--- config.mk ---
export PLATFORM = sky130hd
export DESIGN_NAME = load_store_unit
export DESIGN_NICKNAME = d
export VERILOG_FILES = /design/src/rtl/lsu_pkg.sv /design/src/rtl/lsu_align.sv /design/src/rtl/load_store_unit.sv
export SDC_FILE = /design/constraint.sdc
export NUM_CORES = 1
export LEC_CHECK = 0
export ABC_AREA = 1
export CORE_MARGIN = 4
export CORE_UTILIZATION = 48
export DETAILED_ROUTE_END_ITERATION = 16
export PLACE_DENSITY = 0.95
export RECOVER_POWER = 50
export SYNTH_ARGS = -nofsm -noshare
export SYNTH_HDL_FRONTEND = slang
export SYNTH_HIERARCHICAL = 1
export SYNTH_SLANG_ARGS = --single-unit
--- constraint.sdc ---
create_clock -name clk -period 2.7 [get_ports clk]
set_input_delay 0.405 -clock clk [delete_from_list [all_inputs] [get_ports clk]]
set_output_delay 0.405 -clock clk [all_outputs]
set_load 0.02 [all_outputs]
--- src/rtl/lsu_pkg.sv ---
// Shared LSU definitions: memOp codes, FSM state codes, timeout default and op helpers.
// Used by the IDU/EXU as well as by load_store_unit and lsu_align.
package lsu_pkg;

    localparam int unsigned LSU_TIMEOUT_DEF = 255;
    localparam int unsigned LSU_LANES       = 4;

    typedef enum logic [2:0] {
        OP_NONE = 3'b000,
        OP_LW   = 3'b001,
        OP_LB   = 3'b010,
        OP_LBU  = 3'b011,
        OP_SW   = 3'b100,
        OP_SB   = 3'b101
    } memOp_e;

    typedef enum logic [1:0] {
        ST_IDLE = 2'b00,
        ST_REQ  = 2'b01,
        ST_DONE = 2'b10
    } lsuState_e;

    // Everything captured when an op is accepted in IDLE.
    typedef struct packed {
        memOp_e      op;
        logic [31:0] addr;
        logic [31:0] wData;
        logic [3:0]  be;
        logic [4:0]  rd;
    } lsuLatch_t;

    // The two unused codes collapse to NONE.
    function automatic memOp_e decodeOp(input logic [2:0] raw);
        case (raw)
            3'b001:  return OP_LW;
            3'b010:  return OP_LB;
            3'b011:  return OP_LBU;
            3'b100:  return OP_SW;
            3'b101:  return OP_SB;
            default: return OP_NONE;
        endcase
    endfunction

    function automatic logic isLoad(input memOp_e op);
        return (op == OP_LW) || (op == OP_LB) || (op == OP_LBU);
    endfunction

    function automatic logic isStore(input memOp_e op);
        return (op == OP_SW) || (op == OP_SB);
    endfunction

    function automatic logic misaligned(input memOp_e op, input logic [1:0] lo);
        return ((op == OP_LW) || (op == OP_SW)) && (lo != 2'b00);
    endfunction

endpackage

--- src/rtl/lsu_align.sv ---
// Byte-lane steering: store replication and byte enables on the way out,
// load lane select with sign/zero extension on the way back.
module lsu_align
    import lsu_pkg::*;
(
    input  memOp_e      stOp,
    input  logic [1:0]  stLane,
    input  logic [31:0] stData,
    output logic [3:0]  stBe,
    output logic [31:0] stDataAl,
    input  memOp_e      ldOp,
    input  logic [1:0]  ldLane,
    input  logic [31:0] ldRaw,
    output logic [31:0] ldData
);
    logic [LSU_LANES-1:0][7:0] rawLanes;
    logic [LSU_LANES-1:0][7:0] stLanes;
    logic [7:0]                ldByte;

    assign rawLanes = ldRaw;
    assign stDataAl = stLanes;

    for (genvar i = 0; i < LSU_LANES; i++) begin : g_lane
        assign stBe[i]    = (stOp == OP_SB) ? (stLane == 2'(i)) : 1'b1;
        assign stLanes[i] = (stOp == OP_SB) ? stData[7:0] : stData[8*i +: 8];
    end

    assign ldByte = rawLanes[ldLane];

    always_comb begin
        ldData = ldRaw;
        case (ldOp)
            OP_LB:   ldData = {{24{ldByte[7]}}, ldByte};
            OP_LBU:  ldData = {24'h0, ldByte};
            default: ldData = ldRaw;
        endcase
    end

endmodule

--- src/rtl/load_store_unit.sv ---
// Single-outstanding load/store unit: IDLE accepts, REQ waits for dm_ack, DONE writes back.
// Optional REQ watchdog with busErr is built only when LSU_TIMEOUT_EN is defined.
module load_store_unit
    import lsu_pkg::*;
#(
    parameter int unsigned TIMEOUT_CYCLES = LSU_TIMEOUT_DEF
) (
    input  logic        clk,
    input  logic        rst,
    input  logic [2:0]  memOp,
    input  logic [31:0] addr,
    input  logic [31:0] wData,
    input  logic        regcWr_i,
    input  logic [4:0]  regcAddr_i,
    input  logic [31:0] regcData_i,
    output logic        regcWr,
    output logic [4:0]  regcAddr,
    output logic [31:0] regcData,
    output logic        stall,
    output logic        dm_req,
    output logic        dm_we,
    output logic [3:0]  dm_be,
    output logic [31:0] dm_addr,
    output logic [31:0] dm_wData,
    input  logic        dm_ack,
    input  logic [31:0] dm_rData,
    output logic        addrErr,
    output logic        busErr
);
    lsuState_e   state;
    lsuLatch_t   lat;
    logic [31:0] ldQ;
    logic        wrQ;

    memOp_e      inOp;
    logic        inMem, inMis, accept, toFire;
    logic [3:0]  alBe;
    logic [31:0] alWData, alLd;

    assign inOp   = decodeOp(memOp);
    assign inMem  = (inOp != OP_NONE);
    assign inMis  = misaligned(inOp, addr[1:0]);
    assign accept = (state == ST_IDLE) && inMem && !inMis;

    // Store side steers the live inputs; load side uses the latched op and lane.
    lsu_align u_align (
        .stOp     (inOp),
        .stLane   (addr[1:0]),
        .stData   (wData),
        .stBe     (alBe),
        .stDataAl (alWData),
        .ldOp     (lat.op),
        .ldLane   (lat.addr[1:0]),
        .ldRaw    (dm_rData),
        .ldData   (alLd)
    );

`ifdef LSU_TIMEOUT_EN
    localparam int unsigned CW = ($clog2(TIMEOUT_CYCLES + 1) > 8) ? $clog2(TIMEOUT_CYCLES + 1) : 8;
    logic [CW-1:0] toCnt;
    logic          busErrQ;

    // toCnt holds the number of completed REQ cycles; fires on the last allowed one.
    assign toFire = (state == ST_REQ) && !dm_ack && (toCnt == CW'(TIMEOUT_CYCLES - 1));

    always_ff @(posedge clk) begin
        if (rst) begin
            toCnt   <= '0;
            busErrQ <= 1'b0;
        end else begin
            toCnt   <= (state == ST_REQ && !toFire && !dm_ack) ? toCnt + 1'b1 : '0;
            busErrQ <= toFire;
        end
    end
    assign busErr = busErrQ;
`else
    assign toFire = 1'b0;
    assign busErr = 1'b0;
    if (TIMEOUT_CYCLES == 0) begin : g_timeoutIgnored
    end
`endif

    always_ff @(posedge clk) begin
        if (rst) begin
            state <= ST_IDLE;
            lat   <= '0;
            ldQ   <= '0;
            wrQ   <= 1'b0;
        end else begin
            case (state)
                ST_IDLE: begin
                    if (accept) begin
                        lat.op    <= inOp;
                        lat.addr  <= addr;
                        lat.wData <= alWData;
                        lat.be    <= alBe;
                        lat.rd    <= regcAddr_i;
                        state     <= ST_REQ;
                    end
                end
                ST_REQ: begin
                    if (dm_ack) begin
                        ldQ   <= alLd;
                        wrQ   <= isLoad(lat.op);
                        state <= ST_DONE;
                    end else if (toFire) begin
                        wrQ   <= 1'b0;
                        state <= ST_DONE;
                    end
                end
                ST_DONE: begin
                    wrQ   <= 1'b0;
                    state <= ST_IDLE;
                end
                default: state <= ST_IDLE;
            endcase
        end
    end

    assign dm_req   = (state == ST_REQ);
    assign dm_we    = (state == ST_REQ) && isStore(lat.op);
    assign dm_be    = (state == ST_REQ) ? lat.be : 4'b0000;
    assign dm_addr  = lat.addr;
    assign dm_wData = lat.wData;

    // Accept-cycle stall and the misaligned pulse must be visible in the same cycle.
    always_comb begin
        regcWr   = 1'b0;
        regcAddr = regcAddr_i;
        regcData = regcData_i;
        stall    = 1'b0;
        addrErr  = 1'b0;
        if (!rst) begin
            case (state)
                ST_IDLE: begin
                    if (!inMem)     regcWr  = regcWr_i;
                    else if (inMis) addrErr = 1'b1;
                    else            stall   = 1'b1;
                end
                ST_REQ:  stall = 1'b1;
                ST_DONE: begin
                    regcWr   = wrQ;
                    regcAddr = lat.rd;
                    regcData = ldQ;
                end
                default: ;
            endcase
        end
    end

endmodule

# Yosys cells after proc, flatten, opt, wreduce, memory -nomap -nowiden
# Cells that the tools add are included.
[totals] mem_bits_rw=0 mem_bits_ro=0 regBits=111 in_bits=140 out_inout_bits=111 elab_cells=79 latch_bits=0 n_memories=0
[classes] n_mux=32 bitwise=0 shifts=0 reduce_logical=18 add_sub_neg=0 order_cmp=1 n_eq_ne=20 div=0 n_mul=0
[op_table] cell="32-bit 2-to-1 mux" count=2
[op_table] cell="32-bit one-hot mux with 2 select lines" count=1
[op_table] cell="8-bit 2-to-1 mux" count=4
[op_table] cell="3-bit == test (second input constant)" count=6
[op_table] cell="8-bit binary-select mux with 2-bit select" count=1
[op_table] cell="3-bit one-hot mux with 5 select lines" count=1
[op_table] cell="1-bit 2-to-1 mux" count=14
[op_table] cell="3-bit by 2-bit == test with 1-bit output (second input constant)" count=4
[op_table] cell="5-bit 2-to-1 mux" count=2
[op_table] cell="3-bit by 1-bit == test with 1-bit output (second input constant)" count=3
[op_table] cell="2-bit AND reduction" count=4
[op_table] cell="2-bit == test (second input constant)" count=3
[op_table] cell="1-bit one-hot mux with 2 select lines" count=3
[op_table] cell="2-bit by 1-bit == test with 1-bit output (second input constant)" count=2
[op_table] cell="1-bit logical AND" count=4
[op_table] cell="2-bit logical NOT" count=2
[op_table] cell="1-bit logical OR" count=4
[op_table] cell="2-bit 2-to-1 mux" count=2
[op_table] cell="4-bit 2-to-1 mux" count=1
[op_table] cell="2-bit one-hot mux with 2 select lines" count=1
[op_table] cell="2-bit nonzero test" count=2
[op_table] cell="2-bit by 3-bit less-than comparator with 1-bit output (second input constant)" count=1
[op_table] cell="3-bit nonzero test" count=1
[op_table] cell="2-bit by 1-bit inequality test with 1-bit output (second input constant)" count=1
[op_table] cell="other kinds (2)" count=2

# Logic depth before layout (Yosys ltp)
# Gate-level depths: netlist of run 1.
[logic_depth] depth_word=9 depth_mapped=12 mapped_depth_nobuf=11

# Cells and area by module
# The synthesis of run 1 kept the hierarchy.
[modules_own_cells] mod="load_store_unit" area_each_um2=5491.5 n_inst=1 cells_each=827 seq_area_each_um2=2222.1
[modules_own_cells] mod="lsu_align" area_each_um2=949.7 n_inst=1 cells_each=218 seq_area_each_um2=0.0

# Worst setup path after synthesis of run 1
# OpenSTA, ideal clock, no wires.
[synth_path] path_kind="register -> output" from="reg state[0]" to="out dm_we" t_required_ps=2295 path_buffers=0 slack_ps=898 t_arrival_ps=1397 path_stages_with_launch=5 cell_sequence="dfxtp_1 inv_1 nor2_1 inv_1 nor3_1"
[synth_via] elab_chain_len=2
[synth_rtl] element="start, declared" line_no="load_store_unit.sv:30" source="lsuState_e state;"
[synth_rtl] element="start signal, assigned" line_no="load_store_unit.sv:85" source="state <= ST_IDLE;"
[synth_rtl] element="start signal, assigned" line_no="load_store_unit.sv:98" source="state <= ST_REQ;"
[synth_rtl] element="start signal, assigned" line_no="load_store_unit.sv:105" source="state <= ST_DONE;"
[synth_rtl] element="2-bit by 1-bit == test with 1-bit output"
[synth_rtl] element="net dm_req" line_no="load_store_unit.sv:20" source="output logic dm_req,"
[synth_rtl] element="1-bit logical AND" line_no="load_store_unit.sv:121" source="assign dm_we = (state == ST_REQ) && isStore(lat.op);"
[synth_rtl] element="end, declared" line_no="load_store_unit.sv:21" source="output logic dm_we,"
# The timed path passes the listed nets, and every way through them passes these cells.

# Worst setup path after layout of run 1
[layout_path] from="in rst" to="out regcData[11]"
[layout_via] elab_chain_len=1
[layout_rtl] element="start, declared" line_no="load_store_unit.sv:9" source="input logic rst,"
[layout_rtl] element="32-bit 2-to-1 mux" line_no="load_store_unit.sv:133" source="if (!rst) begin"
[layout_rtl] element="end, declared" line_no="load_store_unit.sv:18" source="output logic [31:0] regcData,"
# Every way passes these cells.

==> flow_summary.json, run 1 <==
{
  "run_status": "finished, final reports clean",
  "fmax_ghz": 0.384,
  "timing.rr.start": "dm_addr[0]$_SDFFE_PP0P_",
  "hold_end": "ldQ[19]$_SDFFE_PP0P_",
  "tns_ns": 0,
  "hold_buffers": 0,
  "min_path_cells": 2,
  "final.period_utilization": 0.965,
  "first_pass_iters": 5,
  "power.ir.vdd_worst_mv": 0.422,
  "worst_hold_slack_ns": 0.448,
  "numCtsBuffers": 9,
  "synthesis.area_um2": 6440,
  "synthesis.yosys.warnings": 6,
  "port_buffers": 249,
  "vias_in_the_first_global_route": 5907,
  "multi_input_area_um2": 2800,
  "timing.final.crit_period_ns": 2.61,
  "netlist.area_leader.share": 0.345,
  "boundaryPins": 251,
  "synth_nets": 1185,
  "final_cell_count_no_fill": 1368,
  "place_hpwl_um": 13500,
  "synth.area.top_cells": "sky130_fd_sc_hd__dfxtp_1 (34%), sky130_fd_sc_hd__nand2_1 (15%), sky130_fd_sc_hd__nor2_1 (10%)",
  "layout.nets": 1327,
  "path_cells": "clkdlybuf4s50_1 > clkinv_2 > nand2_2 > buf_12 > nand2_1 > o21ai_0 > clkdlybuf4s50_1",
  "vias": 6612,
  "largest_area_contributor_in_the_netlist": "sky130_fd_sc_hd__dfxtp_1",
  "crit_path_max_incr_delay_ns": 0.63,
  "worst_skew_pair.late_latency_ns": 0.35,
  "synth_sequential_area_ratio": 0.345,
  "synthCells": 1045,
  "layout.cells.most_common": "sky130_fd_sc_hd__nand2_1",
  "required_ns": 2.30,
  "crit_path_top_delay_cell": "sky130_fd_sc_hd__clkdlybuf4s50_1",
  "dieWidth_um": 124,
  "area_delta_synth_final_pct": 35.7,
  "drt-total-wl_um": 18200,
  "rsz_0062_raised_after_global_routing": "no",
  "antenna_found_initial": 0,
  "timing.critical_path.to_type": "output pin",
  "timing.reg2reg.worst_path_depth": 7,
  "timing.critical_path.fanout_max": 64,
  "setup_viol_count_final": 0,
  "most-common-layout-cells": "sky130_fd_sc_hd__nand2_1 (253), sky130_fd_sc_hd__clkdlybuf4s50_1 (173), sky130_fd_sc_hd__nor2_1 (172)",
  "worst_hold_startpoint": "ldQ[19]$_SDFFE_PP0P_",
  "htree_levels": 3,
  "cell_count_after_placement": 1352,
  "number_of_hold_violations_in_the_final_report": 0,
  "detailedPlace.worstSlack_ns": 0.0414,
  "yosys.cell_types.count": 23,
  "cp_num_buf_inv": 4,
  "cts_tree": "done",
  "clock_sink_count": 111,
  "r2r_slack_ns": 0.31,
  "floorplan.initialDensity": 0.488,
  "clock_pin_slew_on_the_worst_setup_and_hold_paths_ns": 0.07,
  "arrival_ns": 2.20,
  "drc": 0,
  "grt_max_degree": 74,
  "rr_endpoint": "ldQ[13]$_SDFFE_PP0P_",
  "ant_nets": 0,
  "ctsRootBufferMaster": "sky130_fd_sc_hd__clkbuf_16",
  "static-leakage-power_nw": 4.48,
  "ys_seq_elements": 111,
  "drive_above_1_share": 0.0369,
  "seq_area_um2": 2220,
  "min_path_type": "flop to flop",
  "grt_overflow_total": 0,
  "final.fill_count": 1116,
  "worst-setup-path-type": "input port to output pin",
  "floorplan.rows": 42,
  "drt-initial-drc-count": 466,
  "core-area_um2": 13200,
  "final_critical_path_setup_slack_ns": 0.0949,
  "die-height_um": 124,
  "design.die.area_um2": 15300,
  "drt-vias-per-instance": 4.83,
  "power_density_nw_per_um2": 540,
  "first_pass_grt_wire_length_um": 27900,
  "place.gp.congestion": 0.907,
  "syn_avg_cell_area_um2": 6.16,
  "pins_over_slew_limit": 0,
  "timing_worst_slew_pin_value_ns": 1.37,
  "post_dr_wirelength_cell_um": 13.3,
  "startpoint_type": "input port",
  "cp_top_family": "buffers and inverters",
  "finalClockSkew_ns": 0.00594,
  "ant_cells": 0,
  "track_usage": 0.229,
  "crit_path_frequent_cell": "sky130_fd_sc_hd__clkdlybuf4s50_1",
  "max-clock-path-buffers": 2,
  "max_cap_violations": 0,
  "max-slew-margin-rel": 0.0868,
  "final_util": 0.663
}
==> kinds of logic after synthesis <==
kind of cell    count (synthesis)  synth area share
simple gates                  523             0.330
buf+inv                       275             0.219
compound gates                135             0.105
flops                         111             0.345
other cells                     1          0.000582
==> worst reg2reg max path, delay by kind of cell (launching register included) <==
family                 cells  cell delay, ns
AO/OA/AOI/OAI              2            0.29
AND/OR/NAND/NOR            4            1.06
flip-flops                 1            0.69
buffers and inverters      1            0.22
==> worst max-delay path by stage <==
| stage | start | endpoint | slack [ns] | depth (start not counted) |
|---|---|---|---|---|
| 3_5_place_dp | rst | regcData[19] | 0.04 | 7 |
| 6_report | rst | regcData[11] | 0.09 | 7 |
| 5_1_grt | rst | regcData[23] | 0.002 | 7 |
| 3_3_place_gp | rst | regcData[17] | 0.15 | 7 |
| 2_1_floorplan | state[0]$_SDFFE_PP0P_ | dm_we | 0.90 | 4 |
| 4_1_cts | rst | regcData[19] | 0.05 | 7 |
==> synthesized netlist by cell type <==
| master | instances |
|---|---|
| sky130_fd_sc_hd__a21oi_1 | 40 |
| sky130_fd_sc_hd__buf_1 | 2 |
| sky130_fd_sc_hd__buf_2 | 24 |
| sky130_fd_sc_hd__buf_4 | 75 |
| sky130_fd_sc_hd__buf_6 | 9 |
| sky130_fd_sc_hd__clkbuf_1 | 24 |
| sky130_fd_sc_hd__clkinv_1 | 1 |
| sky130_fd_sc_hd__conb_1 | 1 |
| sky130_fd_sc_hd__dfxtp_1 | 111 |
| sky130_fd_sc_hd__inv_1 | 135 |
| sky130_fd_sc_hd__inv_2 | 5 |
| sky130_fd_sc_hd__nand2_1 | 254 |
| sky130_fd_sc_hd__nand2_2 | 4 |
| sky130_fd_sc_hd__nand3_1 | 84 |
| sky130_fd_sc_hd__nand3_2 | 3 |
| sky130_fd_sc_hd__nand3_4 | 1 |
| sky130_fd_sc_hd__nand3b_1 | 1 |
| sky130_fd_sc_hd__nand4_1 | 1 |
| sky130_fd_sc_hd__nor2_1 | 171 |
| sky130_fd_sc_hd__nor2_2 | 2 |
| sky130_fd_sc_hd__nor3_1 | 2 |
| sky130_fd_sc_hd__o21ai_0 | 94 |
| sky130_fd_sc_hd__o21ai_2 | 1 |
==> routing by layer <==
metal  share of wire  vias to the layer above  GRT usage
met5               0                        -          0
met4           0.033                        0     0.0934
met3           0.082                       40     0.0645
met1            0.40                     2925      0.272
met2            0.49                      254      0.387
li1                -                     3393          -
==> sequential cells by signal (all words and copies together) (netlist names) <==
name	count
ldQ	32
wrQ	1
state	2
dm_addr	32
lat	12
dm_wData	32
==> area by class of cell <==
cell class                 instances  area share
multi-input combinational        659       0.320
timing repair buffer             265       0.306
sequential                       111       0.254
inverter                         141      0.0607
clock buffer                      10      0.0262
tap                              176      0.0252
clock inverter                     6     0.00802
==> what timing repair did <==
item,in CTS,in global routing
setup buffers,0,0
setup endpoints to repair,0,14
hold endpoints to repair,0,0
gates resized for setup,0,14
==> power by group <==
part,switching [mW],internal (mW),leakage (nW)
clock,0.620,0.727,0.141
combinational,0.822,0.648,3.42
sequential,0.0859,1.81,0.915
total,1.53,3.19,4.48
==> per-stage QoR <==
step | instance area (um2) | total power, mW
after global placement | 8450 | 3.43
final | 8740 | 4.72
after CTS | 8750 | 4.82
after detailed placement | 8450 | 3.46
after floorplan | 6440 | 2.96
after global routing | 8740 | 4.99
(Power assumes the default switching activity.)
==> inputs of run 2 (changes only) <==
--- a/config.mk
+++ b/config.mk
@@ -8,9 +8,11 @@
 export ABC_AREA = 1
 export CORE_MARGIN = 4
 export CORE_UTILIZATION = 48
+export CTS_CLUSTER_SIZE = 24
 export DETAILED_ROUTE_END_ITERATION = 16
 export PLACE_DENSITY = 0.95
 export RECOVER_POWER = 50
+export SKIP_LAST_GASP = 1
 export SYNTH_ARGS = -nofsm -noshare
 export SYNTH_HDL_FRONTEND = slang
 export SYNTH_HIERARCHICAL = 1
==> results of run 2 <==
The final DEF is identical to that of run 1; final timing and power are the same.
==> inputs of run 3 (changes only) <==
--- a/config.mk
+++ b/config.mk
@@ -6,10 +6,12 @@
 export NUM_CORES = 1
 export LEC_CHECK = 0
 export ABC_AREA = 1
+export CAP_MARGIN = 20
 export CORE_MARGIN = 4
 export CORE_UTILIZATION = 48
 export CTS_CLUSTER_SIZE = 24
 export DETAILED_ROUTE_END_ITERATION = 16
+export GPL_TIMING_DRIVEN = 0
 export PLACE_DENSITY = 0.95
 export RECOVER_POWER = 50
 export SKIP_LAST_GASP = 1
==> run 3 against run 2 <==
  * The flow now finishes with violations (negative setup slack)
  * Combinational power increased by 14%
  * Sequential share of layout area fell by 1.8 points
  * Setup slack got worse by 0.19 ns
  * Highest routed layer is now met5
  * Largest cell class is now non-clock buffers
  * Non-clock buffer count rose by 117
  * Clock skew increased by 0.0012 ns
==> flow_summary.json, run 3 (synthesis results as in run 1) <==
{
  "track_usage": 0.268,
  "design.die.area_um2": 15300,
  "ant_cells": 0,
  "max-clock-path-buffers": 2,
  "floorplan.rows": 42,
  "arrival_ns": 2.39,
  "layout.nets": 1444,
  "setup_viol_count_final": 1,
  "timing_worst_slew_pin_value_ns": 0.723,
  "timing.critical_path.fanout_max": 19,
  "worst_skew_pair.late_latency_ns": 0.35,
  "first_pass_iters": 5,
  "final.period_utilization": 1.04,
  "power_density_nw_per_um2": 518,
  "cts_tree": "done",
  "timing.final.crit_period_ns": 2.80,
  "vias_in_the_first_global_route": 6825,
  "die-height_um": 124,
  "layout.cells.most_common": "sky130_fd_sc_hd__nand2_1",
  "clock_pin_slew_on_the_worst_setup_and_hold_paths_ns": 0.07,
  "floorplan.initialDensity": 0.488,
  "post_dr_wirelength_cell_um": 14.1,
  "number_of_hold_violations_in_the_final_report": 0,
  "ant_nets": 0,
  "final_util": 0.714,
  "area_delta_synth_final_pct": 46.2,
  "max_cap_violations": 0,
  "htree_levels": 3,
  "drt-vias-per-instance": 4.87,
  "drt-initial-drc-count": 441,
  "run_status": "finished with violations",
  "required_ns": 2.30,
  "min_path_type": "flop to flop",
  "numCtsBuffers": 9,
  "port_buffers": 249,
  "boundaryPins": 251,
  "antenna_found_initial": 1,
  "max-slew-margin-rel": 0.513,
  "grt_overflow_total": 0,
  "sequentialPowerShare": 0.390,
  "drive_above_1_share": 0.106,
  "finalClockSkew_ns": 0.00716,
  "switching_share": 0.320,
  "sw_power_mw": 1.56,
  "comb_power_share": 0.345,
  "min_path_cells": 2,
  "final.fill_count": 1097,
  "dieWidth_um": 124,
  "pins_over_slew_limit": 0,
  "place.gp.congestion": 0.944,
  "ctsRootBufferMaster": "sky130_fd_sc_hd__clkbuf_16",
  "violations": "negative setup slack",
  "fin_area_um2": 9410,
  "drt-total-wl_um": 20900,
  "post_dp_cell_area_um2": 9150,
  "vias": 7228,
  "grt_max_degree": 20,
  "fmax_ghz": 0.357,
  "rsz_0062_raised_after_global_routing": "yes",
  "worst-setup-path-type": "input port to output pin",
  "static-leakage-power_nw": 4.93,
  "core-area_um2": 13200,
  "drc": 0,
  "startpoint_type": "input port",
  "intPower_mw": 3.31,
  "timing.reg2reg.worst_path_depth": 8,
  "place_hpwl_um": 16500,
  "clock_sink_count": 111,
  "p_clk_frac": 0.265,
  "final_critical_path_setup_slack_ns": -0.0972,
  "most-common-layout-cells": "sky130_fd_sc_hd__nand2_1 (255), sky130_fd_sc_hd__nor2_1 (171), sky130_fd_sc_hd__clkdlybuf4s50_1 (147)",
  "timing.critical_path.to_type": "output pin",
  "first_pass_grt_wire_length_um": 32500,
  "power.ir.vdd_worst_mv": 0.350
}
-- run 3: path summary, 6_finish.rpt --
| kind | startpoint | to | slack (ns) |
|---|---|---|---|
| max | rst | regcWr | -0.1 |
| min | ldQ[16]$_SDFFE_PP0P_ | ldQ[16]$_SDFFE_PP0P_ | 0.45 |
| max reg2reg | lat[75]$_SDFFE_PP0P_ | ldQ[1]$_SDFFE_PP0P_ | 0.73 |
| min reg2reg | ldQ[16]$_SDFFE_PP0P_ | ldQ[16]$_SDFFE_PP0P_ | 0.45 |
-- run 3: what timing repair did --
action	CTS	global route
resized for setup	41	16
hold buffers	0	0
setup endpoints to repair	40	12
buffers inserted	0	0
-- run 3: critical path, stage by stage --
cell and delay (ns):
sky130_fd_sc_hd__clkdlybuf4s50_1 0.53, sky130_fd_sc_hd__inv_1 0.14, sky130_fd_sc_hd__buf_2 0.36, sky130_fd_sc_hd__nand3_1 0.14, sky130_fd_sc_hd__o21ai_0 0.12, sky130_fd_sc_hd__clkdlybuf4s50_1 0.70
-- run 3: layout make-up --
class	count	area [um2]	share of cell area
sequential	111	2220	0.236
clock inverter	2	13.8	0.00146
timing repair buffer	249	2460	0.262
tap	176	220	0.0234
clock buffer	14	274	0.0291
inverter	141	529	0.0562
buffer	133	890	0.0945
multi-input combinational	659	2800	0.298
-- run 3: power by group through the flow --
| stage | clock, mW | combinational (mW) | sequential, mW |
|---|---|---|---|
| floorplan | 0 | 1.05 | 1.91 |
| global placement | 0 | 1.71 | 1.93 |
| detailed placement | 0 | 1.75 | 1.94 |
| CTS | 1.30 | 1.73 | 1.90 |
| global route | 1.36 | 1.86 | 1.92 |
| finish | 1.29 | 1.68 | 1.90 |
-- run 3: layer usage --
layer	track usage	vias up	routed length, um
met1	0.339	3227	8710
met2	0.445	301	9880
met3	0.0468	62	1500
li1	-	3636	-
met4	0.125	2	787
met5	0	-	13
-- run 3: stage by stage --
step / worst slack (ns) / std cells / hold slack, ns / TNS (ns) / total power [mW]
floorplan: 0.898 / 1045 / 0.425 / 0 / 2.96
global placement: -0.381 / 1470 / 0.436 / -10.34 / 3.64
detailed placement: -0.417 / 1470 / 0.442 / -10.99 / 3.68
CTS: -0.208 / 1485 / 0.452 / -0.868 / 4.94
global route: -0.209 / 1485 / 0.471 / -0.211 / 5.14
finish: -0.0972 / 1485 / 0.448 / -0.0972 / 4.87
